$ cat src/rtl/nco_sweep_ctrl.sv
// nco_sweep_ctrl -- frequency-sweep sequencer for the CORDIC NCO.
//
// Steps the NCO tuning word from a start word to a stop word in fixed
// increments. Each word is held for (dwell + 1) cycles. The configuration is
// captured into shadow registers when a sweep starts, so later changes to
// cfg_* have no effect on a running sweep.
//
// Optional feature: define NCO_SWEEP_PINGPONG_EN to make repeat mode sweep
// up and down between the start and stop words (triangle). Without it, repeat
// mode restarts from the start word after the stop dwell (sawtooth).
//
// Ports:
//   clk_i            clock
//   rst_n_i          asynchronous reset, active-low
//   start_i          start a sweep (acted on in IDLE only)
//   abort_i          abort the sweep from any state; wins over start_i
//   cfg_start_inc_i  first tuning word
//   cfg_stop_inc_i   last tuning word (unsigned)
//   cfg_step_i       increment per step (unsigned)
//   cfg_dwell_i      dwell per step minus 1 (0 = 1 cycle)
//   cfg_repeat_i     1 = restart at end of sweep instead of finishing
//   nco_val_o        NCO val_i
//   nco_phase_inc_o  NCO phase_inc_i; keeps the last word when idle
//   busy_o           high while a word is being dwelt on
//   done_o           one-cycle pulse at sweep completion
//   step_idx_o       current step index, 0 = start word (saturating)
module nco_sweep_ctrl #(
  parameter int P_INC_W = 16,
  parameter int DWELL_W = 16,
  parameter int IDX_W   = 16
) (
  input  logic               clk_i,
  input  logic               rst_n_i,
  input  logic               start_i,
  input  logic               abort_i,
  input  logic [P_INC_W-1:0] cfg_start_inc_i,
  input  logic [P_INC_W-1:0] cfg_stop_inc_i,
  input  logic [P_INC_W-1:0] cfg_step_i,
  input  logic [DWELL_W-1:0] cfg_dwell_i,
  input  logic               cfg_repeat_i,
  output logic               nco_val_o,
  output logic [P_INC_W-1:0] nco_phase_inc_o,
  output logic               busy_o,
  output logic               done_o,
  output logic [IDX_W-1:0]   step_idx_o
);

  typedef enum logic [1:0] {
    S_IDLE  = 2'd0,
    S_DWELL = 2'd1,
    S_DONE  = 2'd2
  } state_t;

  state_t             state_q, state_d;
  logic [P_INC_W-1:0] inc_q, inc_d;
  logic [P_INC_W-1:0] start_q, start_d;
  logic [P_INC_W-1:0] stop_q, stop_d;
  logic [P_INC_W-1:0] step_q, step_d;
  logic [DWELL_W-1:0] dwell_q, dwell_d;
  logic [DWELL_W-1:0] cnt_q, cnt_d;
  logic               repeat_q, repeat_d;
  logic               val_q, val_d;
  logic               busy_q, busy_d;
  logic               done_q, done_d;
  logic [IDX_W-1:0]   idx_q, idx_d;

  // Upward step is computed one bit wider so it clamps at stop instead of wrapping.
  logic [P_INC_W:0]   sum_w;
  logic [P_INC_W-1:0] up_word;
  logic [IDX_W-1:0]   idx_inc;
  logic               at_stop;

  assign sum_w   = {1'b0, inc_q} + {1'b0, step_q};
  assign up_word = (sum_w > {1'b0, stop_q}) ? stop_q : sum_w[P_INC_W-1:0];
  assign idx_inc = (idx_q == '1) ? idx_q : idx_q + IDX_W'(1);
  // ">=" also covers stop < start: the first word already lies beyond stop.
  assign at_stop = (inc_q >= stop_q);

`ifdef NCO_SWEEP_PINGPONG_EN
  logic               down_q, down_d;
  logic [P_INC_W-1:0] dn_word;
  logic               at_start;

  // Downward step clamps at start; the subtraction is only taken when it
  // cannot go below start, so it never underflows.
  assign dn_word  = ((inc_q <= start_q) || (step_q >= (inc_q - start_q))) ?
                    start_q : (inc_q - step_q);
  assign at_start = (inc_q <= start_q);
`endif

  always_comb begin
    state_d  = state_q;
    inc_d    = inc_q;
    start_d  = start_q;
    stop_d   = stop_q;
    step_d   = step_q;
    dwell_d  = dwell_q;
    cnt_d    = cnt_q;
    repeat_d = repeat_q;
    val_d    = val_q;
    busy_d   = busy_q;
    done_d   = 1'b0;
    idx_d    = idx_q;
`ifdef NCO_SWEEP_PINGPONG_EN
    down_d   = down_q;
`endif

    case (state_q)
      S_IDLE: begin
        val_d  = 1'b0;
        busy_d = 1'b0;
        if (start_i && !abort_i) begin
          start_d  = cfg_start_inc_i;
          stop_d   = cfg_stop_inc_i;
          step_d   = cfg_step_i;
          dwell_d  = cfg_dwell_i;
          repeat_d = cfg_repeat_i;
          inc_d    = cfg_start_inc_i;
          idx_d    = '0;
          cnt_d    = '0;
          val_d    = 1'b1;
          busy_d   = 1'b1;
          state_d  = S_DWELL;
`ifdef NCO_SWEEP_PINGPONG_EN
          down_d   = 1'b0;
`endif
        end
      end

      S_DWELL: begin
        if (abort_i) begin
          val_d   = 1'b0;
          busy_d  = 1'b0;
          state_d = S_IDLE;
        end else if (cnt_q != dwell_q) begin
          cnt_d = cnt_q + DWELL_W'(1);
        end else begin
          cnt_d = '0;
`ifdef NCO_SWEEP_PINGPONG_EN
          if (down_q) begin
            if (at_start) begin
              down_d = 1'b0;
              inc_d  = up_word;
              idx_d  = '0;
            end else begin
              inc_d  = dn_word;
              idx_d  = idx_inc;
            end
          end else if (at_stop) begin
            if (repeat_q) begin
              down_d = 1'b1;
              inc_d  = dn_word;
              idx_d  = '0;
            end else begin
              val_d   = 1'b0;
              busy_d  = 1'b0;
              done_d  = 1'b1;
              state_d = S_DONE;
            end
          end else begin
            inc_d = up_word;
            idx_d = idx_inc;
          end
`else
          if (at_stop) begin
            if (repeat_q) begin
              inc_d = start_q;
              idx_d = '0;
            end else begin
              val_d   = 1'b0;
              busy_d  = 1'b0;
              done_d  = 1'b1;
              state_d = S_DONE;
            end
          end else begin
            inc_d = up_word;
            idx_d = idx_inc;
          end
`endif
        end
      end

      S_DONE: begin
        val_d   = 1'b0;
        busy_d  = 1'b0;
        state_d = S_IDLE;
      end

      default: begin
        val_d   = 1'b0;
        busy_d  = 1'b0;
        state_d = S_IDLE;
      end
    endcase
  end

  always_ff @(posedge clk_i or negedge rst_n_i) begin
    if (!rst_n_i) begin
      state_q  <= S_IDLE;
      inc_q    <= '0;
      start_q  <= '0;
      stop_q   <= '0;
      step_q   <= '0;
      dwell_q  <= '0;
      cnt_q    <= '0;
      repeat_q <= 1'b0;
      val_q    <= 1'b0;
      busy_q   <= 1'b0;
      done_q   <= 1'b0;
      idx_q    <= '0;
`ifdef NCO_SWEEP_PINGPONG_EN
      down_q   <= 1'b0;
`endif
    end else begin
      state_q  <= state_d;
      inc_q    <= inc_d;
      start_q  <= start_d;
      stop_q   <= stop_d;
      step_q   <= step_d;
      dwell_q  <= dwell_d;
      cnt_q    <= cnt_d;
      repeat_q <= repeat_d;
      val_q    <= val_d;
      busy_q   <= busy_d;
      done_q   <= done_d;
      idx_q    <= idx_d;
`ifdef NCO_SWEEP_PINGPONG_EN
      down_q   <= down_d;
`endif
    end
  end

  assign nco_val_o       = val_q;
  assign nco_phase_inc_o = inc_q;
  assign busy_o          = busy_q;
  assign done_o          = done_q;
  assign step_idx_o      = idx_q;

endmodule

$ cat config.mk
export PLATFORM = sky130hd
export DESIGN_NAME = nco_sweep_ctrl
export DESIGN_NICKNAME = d
export VERILOG_FILES = /design/src/rtl/nco_sweep_ctrl.sv
export SDC_FILE = /design/constraint.sdc
export NUM_CORES = 1
export LEC_CHECK = 0
export CORE_ASPECT_RATIO = 0.6
export CORE_MARGIN = 4
export CORE_UTILIZATION = 35
export DETAILED_ROUTE_END_ITERATION = 10
export PLACE_DENSITY = 0.64
export SKIP_CTS_REPAIR_TIMING = 1
export SYNTH_ARGS = -nofsm -noshare
export SYNTH_HDL_FRONTEND = slang
export SYNTH_SLANG_ARGS = --single-unit
$ cat constraint.sdc
create_clock -name clk_i -period 5 [get_ports clk_i]
set_input_delay 0.75 -clock clk_i [delete_from_list [all_inputs] [get_ports clk_i]]
set_output_delay 0.75 -clock clk_i [all_outputs]
set_load 0.02 [all_outputs]
# Word-level counts from Yosys, hierarchy flattened
# Cells that the tools add are included.
# word_totals
in_bits,69
word_cells,71
reg_bits,117
# classes
addsub,3
eq_ne,11
order_cmp,2
n_reduce_logical,10
muxes,34
# ops
operator,count
$mux 16,14
$pmux 16 s2,3
$add 16x1->16 const B,2
$add 16x16->17,1
$gt 17x16->1,1
$eq 16x16->1 const B,1
$ge 16x16->1,1
$ne 16x16->1,1
$ne 3x3->1 const B,5
$mux 1,10
$mux 2,5
$ne 2x2->1 const B,3
$reduce_and 3->1,2
$reduce_and 6->1,1
$reduce_and 5->1,1
$pmux 2 s2,1
$reduce_and 4->1,1
$eq 2x1->1 const B,1
$logic_not 2->1,1
$pmux 1 s2,1
$reduce_and 2->1,1
$reduce_bool 2->1,1
$logic_and 1x1->1,1
$logic_not 1->1,1

# Longest topological paths before layout
# Gate-level depths: netlist (run 1).
# logic_depth
word_depth,7
ltp_mapped,20
depth_no_buf,18

# Worst setup path after synthesis (run 1)
# Ideal clock, no wire load.
# synth_path
path_type,reg2reg
from,reg inc_q[1] (netlist: nco_phase_inc_o[1])
to,reg inc_q[15] (netlist: nco_phase_inc_o[15])
stages_incl_launch_ff,18
setup_slack_ns,0.762
t_arrival_ns,4.120
setup_time_ns,0.118
cell_sequence,dfrtp_1 -> ha_1 -> a211oi_1 -> o21bai_1 -> a21oi_1 -> o211ai_1 -> a31oi_1 -> mux2i_1 -> or2_2 -> ha_1 -> nand4_1 -> nor4_1 -> o2bb2ai_1 -> a31oi_1 -> nor3_1 -> nor2b_2 -> a221o_1 -> a21o_1
# synth_via
elab_chain_cells,7
word_cells_on_any_way,10
cone_classes,add/sub: 1; order compare: 2; eq/ne: 1; mux: 5; reduce/logical: 1
# synth_rtl
element,line_no,text
from (decl),55,"logic [P_INC_W-1:0] inc_q, inc_d;"
from (signal assigned),216,inc_q <= inc_d;
$add 16x16->17,73,"assign sum_w = {1'b0, inc_q} + {1'b0, step_q};"
$gt 17x16->1,74,"assign up_word = (sum_w > {1'b0, stop_q}) ? stop_q : sum_w[P_INC_W-1:0];"
$mux 16,74,
$mux 16,165,if (at_stop) begin
$mux 16,135,end else if (cnt_q != dwell_q) begin
$mux 16,131,if (abort_i) begin
$pmux 16 s2,108,case (state_q)
# Several ways; a longest one is shown, not always the timed one. The select of a mux whose other input is x is not followed.
# A chain may end at the register's enable or synchronous reset.

# Worst setup path after layout (run 1)
# layout_path
from,reg inc_q[1] (netlist: nco_phase_inc_o[1])
to,reg inc_q[0] (netlist: nco_phase_inc_o[0])
# Same word-level chain as after synthesis.

==> results of run 1 <==
==> metrics by stage <==
stage	instance area (um^2)	setup WS [ns]	util [%]	instances
floorplan	6770	0.762	-	753
global placement	8060	0.640	42.4	1085
detailed placement	8060	0.512	42.4	1085
CTS	8680	0.424	45.6	1117
global route	8680	0.00254	45.6	1117
finish	8680	0.302	45.6	1117
==> power groups by stage <==
| stage | Clock (uW) | Sequential, uW | Combinational [uW] |
|---|---|---|---|
| after floorplan | 0 | 1260 | 936 |
| after detailed placement | 0 | 1260 | 1440 |
| final | 1290 | 1250 | 1450 |
| after global routing | 1360 | 1270 | 1650 |
| after CTS | 1310 | 1250 | 1450 |
| after global placement | 0 | 1260 | 1430 |
==> per-layer routing <==
layer	up-vias	wire, um	part of all wire, %
li1	2862	-	-
met1	2722	10400	55
met2	173	7100	38
met3	13	1180	6.3
met4	0	136	0.72
met5	-	0	0
==> state kept, by name, indices dropped and copies added (netlist names) <==
register	cells
cnt_q	16
dwell_q	16
nco_phase_inc_o	16
start_q	16
step_idx_o	16
step_q	16
stop_q	16
state_q	2
busy_o	1
done_o	1
repeat_q	1
==> cells in the mapped netlist, types with 3 or more instances <==
master,count
a21oi_1,19
a31oi_1,5
o211ai_1,6
xor2_1,28
a21o_1,13
o31ai_1,13
a211oi_1,7
nand3_1,17
o21bai_1,3
buf_4,5
nand4_1,9
buf_2,3
nor3_1,9
nand2_1,196
clkbuf_1,16
o21ai_0,45
ha_1,50
or2_2,3
dfrtp_1,117
a222oi_1,12
inv_1,34
nor2b_1,7
nor4_1,7
xnor2_1,14
and3_1,9
a22oi_1,11
and2_1,4
nor2_1,44
buf_6,3
==> worst paths after layout <==
path / endpoint / depth (start not counted) / start
hold / removal: nco_phase_inc_o[11]$_DFFE_PN0P_ / 1 / rst_n_i
setup reg to reg: nco_phase_inc_o[0]$_DFFE_PN0P_ / 17 / nco_phase_inc_o[1]$_DFFE_PN0P_
max in group asynchronous: cnt_q[3]$_DFFE_PN0P_ / 2 / rst_n_i
hold reg to reg: start_q[15]$_DFFE_PN0P_ / 2 / start_q[15]$_DFFE_PN0P_
setup / recovery: nco_phase_inc_o[0]$_DFFE_PN0P_ / 17 / nco_phase_inc_o[1]$_DFFE_PN0P_
min in group clk_i: start_q[15]$_DFFE_PN0P_ / 2 / start_q[15]$_DFFE_PN0P_
==> cell type report <==
class	instances	area share (%)
Multi-Input combinational cell	574	41.2
Tap cell	246	3.55
Clock inverter	14	2.03
Timing Repair Buffer	114	12.9
Sequential cell	117	33.7
Clock buffer	18	5.06
Inverter	34	1.47
==> cells by family (layout without fill, tap and decap cells) <==
group           after synthesis  count (layout)
fa+ha+maj                    51              51
flops                       117             117
buf+inv                      62             180
xor+xnor                     42              42
simple gates                314             314
compound gates              165             165
mux                           2               2
==> results.toml, run 1 <==
[synthesis]
syn_nets = 873
synth_mux_area_share_pct = 0.296
synth_top_family_by_area = "simple AND/OR/NAND/NOR gates"
synth-simple-area-share_pct = 19.9
syn_avg_cell_area_um2 = 9.00
synth_top_cell_area_share_pct = 43.2
synthXorXnorAreaFrac_pct = 5.43
yosysSeqAreaShare_pct = 43.2
synth-seq-cells = 117
syn_inst = 753
synth_area_leaders = "dfrtp_1 43%, nand2_1 11%, ha_1 9.2%"
ys_types = 62
syn_area_um2 = 6770
synth-compound-area-share_pct = 17.5
synthAdderAreaFrac_pct = 9.53
ys.flop_type = "dfrtp_1"
synth_edf_count = 0
synthArstFlopShare_pct = 100
synth_top_area_cell = "dfrtp_1"
ys_warn_count = 0

[cells_and_area]
nets = 978
diodes = 0
area_growth_pct = 28.1
multi_input_area_um2 = 3570
layout_common_cells = "196 x nand2_1, 117 x dfrtp_1, 102 x clkdlybuf4s50_1, 50 x ha_1, 45 x o21ai_0"
regArea_um2 = 2930
final_common_cell = "nand2_1"
drive_gt1_share_pct = 6.66
num-fill-cells = 1873

[power]
p_comb_share_pct = 36.4
sw_frac_of_total_pct = 36.8
power_uw = 3990
p_seq_share_pct = 31.3
p_leak_uw = 0.00405
peakVddDrop_uv = 283
p_clk_share_pct = 32.3
power.internal_uw = 2520
powerDensity_nw_per_um2 = 460
switchingPower_uw = 1470

[sta]
hold_ws_ns = 0.341
min_period_ns = 4.70
rsz0062_at_grt = "false"
slew_viol_final = 0
worstMarginPinSlew_ns = 1.05
relSlewSlack_pct = 29.7
setup_viol = 0
fmax_ghz = 0.213
worst_clock_skew_ns = 0.0170
tns_ns = 0
post-route-period-util_pct = 94.0
hold_viol = 0

[floorplanning]
start_util_pct = 35.6
io_pins = 104
die_h_um = 116
num_rows = 39
die_x_um = 188
core-area_um2 = 19000
die_area_um2 = 21700

[critical_path]
cp_data_arrival_time_ns = 5.05
max_stage_delay_ns = 0.66
r2r_slack_ns = 0.30
path_cells = "ha_1 -> a211oi_1 -> o21bai_1 -> a21oi_1 -> o211ai_1 -> a31oi_1 -> mux2i_1 -> or2_2 -> ha_1 -> nand4_1 -> nor4_1 -> o2bb2ai_1 -> a31oi_1 -> nor3_1 -> and2_1 -> a22oi_1 -> nand2_1"
cp_max_fo = 14
required_ns = 5.35
critPathBufInv = 0
path_delay_family = "simple AND/OR/NAND/NOR gates"
startpoint_type = "register"
cp-end-kind = "register"
crit_type = "reg -> reg"
slowest_stage = "and2_1"

[clocking]
cts_made_buffers = 17
clk_latency_ns = 0.42
path_clk_slew_ns = 0.06
cts-root-buf = "clkbuf_16"
h-tree-depth = 4
cts.sinks = 117
cts.path.max_buffers = 2
cts_tree = "built"

[min_path]
hp-class = "in -> async"

[global_route]
grt_pass1_vias = 5864
use_met1_pct = 28.0
grt_start_max_net_pins = 95
overflow = 0
grt_util_met2_pct = 25.0
met3_usage_pct = 5.30
grt_pass1_wl_um = 31300
track_usage_pct = 18.1
antenna_found_initial = 0
top_usage_layer = "met1"

[routing]
wire_per_inst_um = 16.8
ant_nets = 0
viasPerCell = 5.17
routed-via-count = 5770
drt_iter0_markers = 430
wirelength_um = 18800
dr.pass1.iters = 6
post-route-drc-count = 0

[outcome]
outcome = "finished, final reports clean"

[placed_design]
gp_congestion = 0.872
dp_hpwl_um = 13600
port-buffer-count = 103

[run]
drv_cap = 0
Power figures use the tool's default switching activity.
==> inputs of run 2 (changes only) <==
--- a/config.mk
+++ b/config.mk
@@ -5,11 +5,13 @@
 export SDC_FILE = /design/constraint.sdc
 export NUM_CORES = 1
 export LEC_CHECK = 0
+export ABC_AREA = 1
+export ABC_CLOCK_PERIOD_IN_PS = 5000
 export CORE_ASPECT_RATIO = 0.6
 export CORE_MARGIN = 4
 export CORE_UTILIZATION = 35
 export DETAILED_ROUTE_END_ITERATION = 10
-export PLACE_DENSITY = 0.64
+export PLACE_DENSITY = 0.63
 export SKIP_CTS_REPAIR_TIMING = 1
 export SYNTH_ARGS = -nofsm -noshare
 export SYNTH_HDL_FRONTEND = slang
==> results.toml, run 2 <==
[synthesis]
synthAdderAreaFrac_pct = 8.84
synth_edf_count = 0
ys_warn_count = 0
ys.flop_type = "dfrtp_1"
synth-compound-area-share_pct = 10.7
syn_nets = 1081
synth-seq-cells = 117
synth_area_leaders = "dfrtp_1 40%, nand2_1 15%, ha_1 8.6%"
synth_mux_area_share_pct = 0
synthXorXnorAreaFrac_pct = 4.08
synth_top_area_cell = "dfrtp_1"
synth_top_cell_area_share_pct = 40.1
synthArstFlopShare_pct = 100
synth_most_common_cell = "nand2_1"
syn_inst = 961
synth_top_family_by_area = "simple AND/OR/NAND/NOR gates"
syn_area_um2 = 7300
synth-simple-area-share_pct = 29.6
yosysSeqAreaShare_pct = 40.1
syn_avg_cell_area_um2 = 7.60
ys_top_cells_by_count = "294 x nand2_1, 117 x dfrtp_1, 82 x inv_1, 73 x nand3_1, 68 x a21oi_1"
ys_types = 40

[clocking]
cts-root-buf = "clkbuf_16"
clk_latency_ns = 0.42
h-tree-depth = 4
cts.sinks = 117
cts.path.max_buffers = 2
path_clk_slew_ns = 0.06
cts_made_buffers = 17
cts_tree = "built"

[cells_and_area]
final_common_cell = "nand2_1"
nets = 1179
area_growth_pct = 25.5
layout_common_cells = "294 x nand2_1, 117 x dfrtp_1, 102 x clkdlybuf4s50_1, 82 x inv_1, 73 x nand3_1"
num-fill-cells = 2056
drive_gt1_share_pct = 6.26
fin_util_pct = 45.2
diodes = 0

[global_route]
overflow = 0
grt_pass1_wl_um = 36200
track_usage_pct = 19.4
grt_start_max_net_pins = 85
grt_pass1_vias = 6439
antenna_found_initial = 1

[sta]
slew_viol_final = 0
setup_viol = 0
rsz0062_at_grt = "false"
worst_clock_skew_ns = 0.00969
fmax_ghz = 0.239
tns_ns = 0
hold_ws_ns = 0.382
min_period_ns = 4.19
post-route-period-util_pct = 83.9
hold_viol = 0
relSlewSlack_pct = 44.6
worstMarginPinSlew_ns = 0.831

[routing]
dr.pass1.iters = 5
routed-via-count = 6689
ant_nets = 0
viasPerCell = 4.98
drt_iter0_markers = 592
wire_per_inst_um = 16.5
post-route-drc-count = 0
wirelength_um = 22100

[placed_design]
dp_hpwl_um = 16500
port-buffer-count = 103
gp_congestion = 1.01

[critical_path]
path_cells = "ha_1 -> nand3_1 -> a31oi_1 -> nor2_1 -> o21ai_0 -> xor2_1 -> ha_1 -> nand2_1 -> nor2_1 -> nand3_1 -> nand3_1 -> nand2_1 -> nand2_1 -> nand2_1 -> nand2_1 -> nand2_1 -> nand2_1 -> nand2_1 -> nand3_1 -> nand3_1 -> nand2_1 -> a21oi_1"
slowest_stage = "o21ai_0"
crit_type = "reg -> reg"
critPathBufInv = 0
cp_max_fo = 16
cp-end-kind = "register"
cp_data_arrival_time_ns = 4.50
r2r_slack_ns = 0.81
required_ns = 5.30
cpMostUsedCell = "nand2_1"
max_stage_delay_ns = 0.51
path_delay_family = "simple AND/OR/NAND/NOR gates"
startpoint_type = "register"

[power]
p_leak_uw = 0.00429
peakVddDrop_uv = 283
powerDensity_nw_per_um2 = 597
power_uw = 5470

[floorplanning]
die_area_um2 = 23300
core-area_um2 = 20300
start_util_pct = 36.0
die_x_um = 194
io_pins = 104
die_h_um = 120
num_rows = 40

[outcome]
outcome = "finished, final reports clean"

[run]
drv_cap = 0

[min_path]
hp-class = "in -> async"
-- run 2: cell count changes after synthesis, moves of 13 or more --
cell     before  now
o31ai_1      13    0
inv_1        34   82
nand2_1     196  294
nand3_1      17   73
o21a_1        2   16
nor2_1       44   66
a21oi_1      19   68
-- run 2: path summary, 6_finish.rpt --
check	from	to	depth (start not counted)
setup / recovery	nco_phase_inc_o[2]$_DFFE_PN0P_	nco_phase_inc_o[5]$_DFFE_PN0P_	22
max in group asynchronous	rst_n_i	start_q[0]$_DFFE_PN0P_	2
hold reg to reg	repeat_q$_DFFE_PN0P_	repeat_q$_DFFE_PN0P_	2
setup reg to reg	nco_phase_inc_o[2]$_DFFE_PN0P_	nco_phase_inc_o[5]$_DFFE_PN0P_	22
min in group clk_i	repeat_q$_DFFE_PN0P_	repeat_q$_DFFE_PN0P_	2
hold / removal	rst_n_i	stop_q[5]$_DFFE_PN0P_	1
-- run 2: power by group --
group | internal, uW | total (uW) | switching (uW)
clock | 736 | 1230 | 492
sequential | 1120 | 1340 | 216
combinational | 1050 | 2900 | 1850
total | 2910 | 5470 | 2560
-- run 2: cell type report --
| type | instances | area [um^2] | area share [%] |
|---|---|---|---|
| sequential | 117 | 2930 | 32.0 |
| tap | 273 | 342 | 3.73 |
| clock inverter | 14 | 155 | 1.69 |
| clock buffer | 17 | 425 | 4.64 |
| inverter | 86 | 323 | 3.52 |
| timing repair buffer | 112 | 1100 | 12.0 |
| multi-input combinational | 725 | 3890 | 42.5 |
-- run 2: per-layer routing --
layer / vias up / track usage [%] / wire, um
li1: 3352 / - / -
met5: - / 0 / 8
met3: 20 / 4.66 / 1910
met2: 260 / 24.2 / 7980
met4: 2 / 3.91 / 228
met1: 3055 / 32.6 / 12000
-- run 2: cells by family after synthesis --
| family | count (synthesis) |
|---|---|
| adder cells (fa/ha/maj) | 51 |
| flip-flops | 117 |
| buffers and inverters | 119 |
| XOR/XNOR | 34 |
| AND/OR/NAND/NOR | 498 |
| AO/OA/AOI/OAI | 142 |
-- run 2: metrics by stage --
step	setup slack, ns	instance area [um^2]	instances
global route	0.448	9160	1344
detailed placement	0.985	8580	1313
floorplan	1.66	7300	961
finish	0.807	9160	1344
global placement	0.955	8580	1313
CTS	0.917	9160	1344
==> inputs of run 3 (changes only) <==
--- a/config.mk
+++ b/config.mk
@@ -6,7 +6,7 @@
 export NUM_CORES = 1
 export LEC_CHECK = 0
 export ABC_AREA = 1
-export ABC_CLOCK_PERIOD_IN_PS = 5000
+export ABC_CLOCK_PERIOD_IN_PS = 3900
 export CORE_ASPECT_RATIO = 0.6
 export CORE_MARGIN = 4
 export CORE_UTILIZATION = 35
==> constraint.sdc (replaced) <==
create_clock -name clk_i -period 3.9 [get_ports clk_i]
set_input_delay 0.585 -clock clk_i [delete_from_list [all_inputs] [get_ports clk_i]]
set_output_delay 0.585 -clock clk_i [all_outputs]
set_load 0.02 [all_outputs]
==> results.toml, run 3 (synthesized netlist as in run 2, its figures left out) <==
[min_path]
hp-class = "in -> async"

[cells_and_area]
nets = 1193
area_growth_pct = 27.7
fin_area_um2 = 9320
final_common_cell = "nand2_1"
drive_gt1_share_pct = 7.66
diodes = 0
layout_common_cells = "294 x nand2_1, 117 x dfrtp_1, 102 x clkdlybuf4s50_1, 82 x inv_1, 73 x nand3_1"
fin_util_pct = 46.0

[critical_path]
cp.depth = 20
cpMostUsedCell = "nand2_1"
r2r_cells = 20
crit_type = "reg -> reg"
r2r_slack_ns = 0.27
slowest_stage = "dfrtp_1"
max_stage_delay_ns = 0.41
path_delay_family = "simple AND/OR/NAND/NOR gates"
required_ns = 4.19
worstReg2RegEnd = "nco_phase_inc_o[11]$_DFFE_PN0P_"
cp_data_arrival_time_ns = 3.92
crit_path_start = "nco_phase_inc_o[0]$_DFFE_PN0P_"
r2r_start = "nco_phase_inc_o[0]$_DFFE_PN0P_"
path_cells = "ha_1 -> fa_1 -> nand3_1 -> nand2_1 -> nand2_1 -> nand2_1 -> nand2_1 -> nand2_1 -> a21oi_1 -> xor2_1 -> ha_1 -> a21oi_1 -> o2111ai_1 -> nor2_1 -> nand3_2 -> buf_12 -> nand3_1 -> nand3_1 -> nand2_1 -> a21oi_1"
critPathBufInv = 1
cp_max_fo = 16
startpoint_type = "register"
worstSetupEndpoint = "nco_phase_inc_o[11]$_DFFE_PN0P_"
cp-end-kind = "register"

[clocking]
cts.sinks = 117
h-tree-depth = 4
cts_made_buffers = 17
cts_tree = "built"
path_clk_slew_ns = 0.06
clk_latency_ns = 0.42
cts.path.max_buffers = 2
cts-root-buf = "clkbuf_16"

[sta]
setup_viol = 0
post-route-period-util_pct = 93.0
worst_clock_skew_ns = 0.0144
fmax_ghz = 0.276
hold_viol = 0
min_period_ns = 3.63
fin_ws_ns = 0.272
hold_ws_ns = 0.0596
slew_viol_final = 0
relSlewSlack_pct = 43.5
worstMarginPinSlew_ns = 0.848

[power]
powerDensity_nw_per_um2 = 783
p_leak_uw = 0.00438
peakVddDrop_uv = 330

[routing]
wire_per_inst_um = 16.4
dr.pass1.iters = 5
post-route-drc-count = 0
routed-via-count = 6769
viasPerCell = 4.99
drt_iter0_markers = 624
wirelength_um = 22200
ant_nets = 0

[floorplanning]
die_x_um = 194
io_pins = 104
num_rows = 40
die_area_um2 = 23300
die_h_um = 120
core-area_um2 = 20300
start_util_pct = 36.0

[placed_design]
port-buffer-count = 103
gp_congestion = 0.997
placed_area_um2 = 8710
place_ws_ns = 0.263
dp_hpwl_um = 16800

[outcome]
outcome = "finished, final reports clean"

[global_route]
track_usage_pct = 19.5
antenna_found_initial = 0
grt_pass1_vias = 6539
overflow = 0
grt_start_max_net_pins = 98
grt_pass1_wl_um = 36400

[run]
drv_cap = 0
## run 3: area by class of cell
class / count / area (um^2)
Multi-Input combinational cell: 725 / 3920
Clock buffer: 21 / 460
Fill cell: 2031 / 10900
Clock inverter: 9 / 129
Timing Repair Buffer: 126 / 1230
Inverter: 86 / 323
Sequential cell: 117 / 2930
Tap cell: 273 / 342
## run 3: where the power goes
part / total, uW / internal (uW) / switching [uW]
clock network: 1600 / 1030 / 572
logic: 4020 / 1560 / 2460
registers: 1680 / 1440 / 234
## run 3: worst register-to-register path, delay by kind of cell, from the launching register on
family	cells	cell delay, ns
and+or+nand+nor	11	1.15
adders and majority gates	3	0.95
AOI/OAI and AO/OA	4	0.60
DFF	1	0.41
xor gates and xnor gates	1	0.23
buffers and inverters	1	0.16
## run 3: layer usage
layer | up-vias | routed length, um | part of all wire, % | track usage [%]
li1 | 3370 | - | - | -
met1 | 3158 | 12400 | 56 | 32.7
met2 | 229 | 8170 | 37 | 24.9
met3 | 12 | 1540 | 6.9 | 4.71
met4 | 0 | 96 | 0.43 | 2.63
met5 | - | 0 | 0 | 0
## run 3: how the worst min path moves through the flow
stage	from	to	slack, ns
final	rst_n_i	stop_q[5]$_DFFE_PN0P_	0.06
after global routing	rst_n_i	stop_q[5]$_DFFE_PN0P_	0.08
after CTS	rst_n_i	stop_q[5]$_DFFE_PN0P_	0.07
after detailed placement	start_q[4]$_DFFE_PN0P_	start_q[4]$_DFFE_PN0P_	0.46
after global placement	repeat_q$_DFFE_PN0P_	repeat_q$_DFFE_PN0P_	0.45
after floorplan	rst_n_i	busy_o$_DFFE_PN0P_	0.29
## run 3: stage by stage
step	cells	setup TNS [ns]	power, uW
CTS	1357	0	7210
finish	1357	0	7300
global route	1357	-0.000961	7900
floorplan	961	0	4180
global placement	1327	0	5610
detailed placement	1327	0	5580
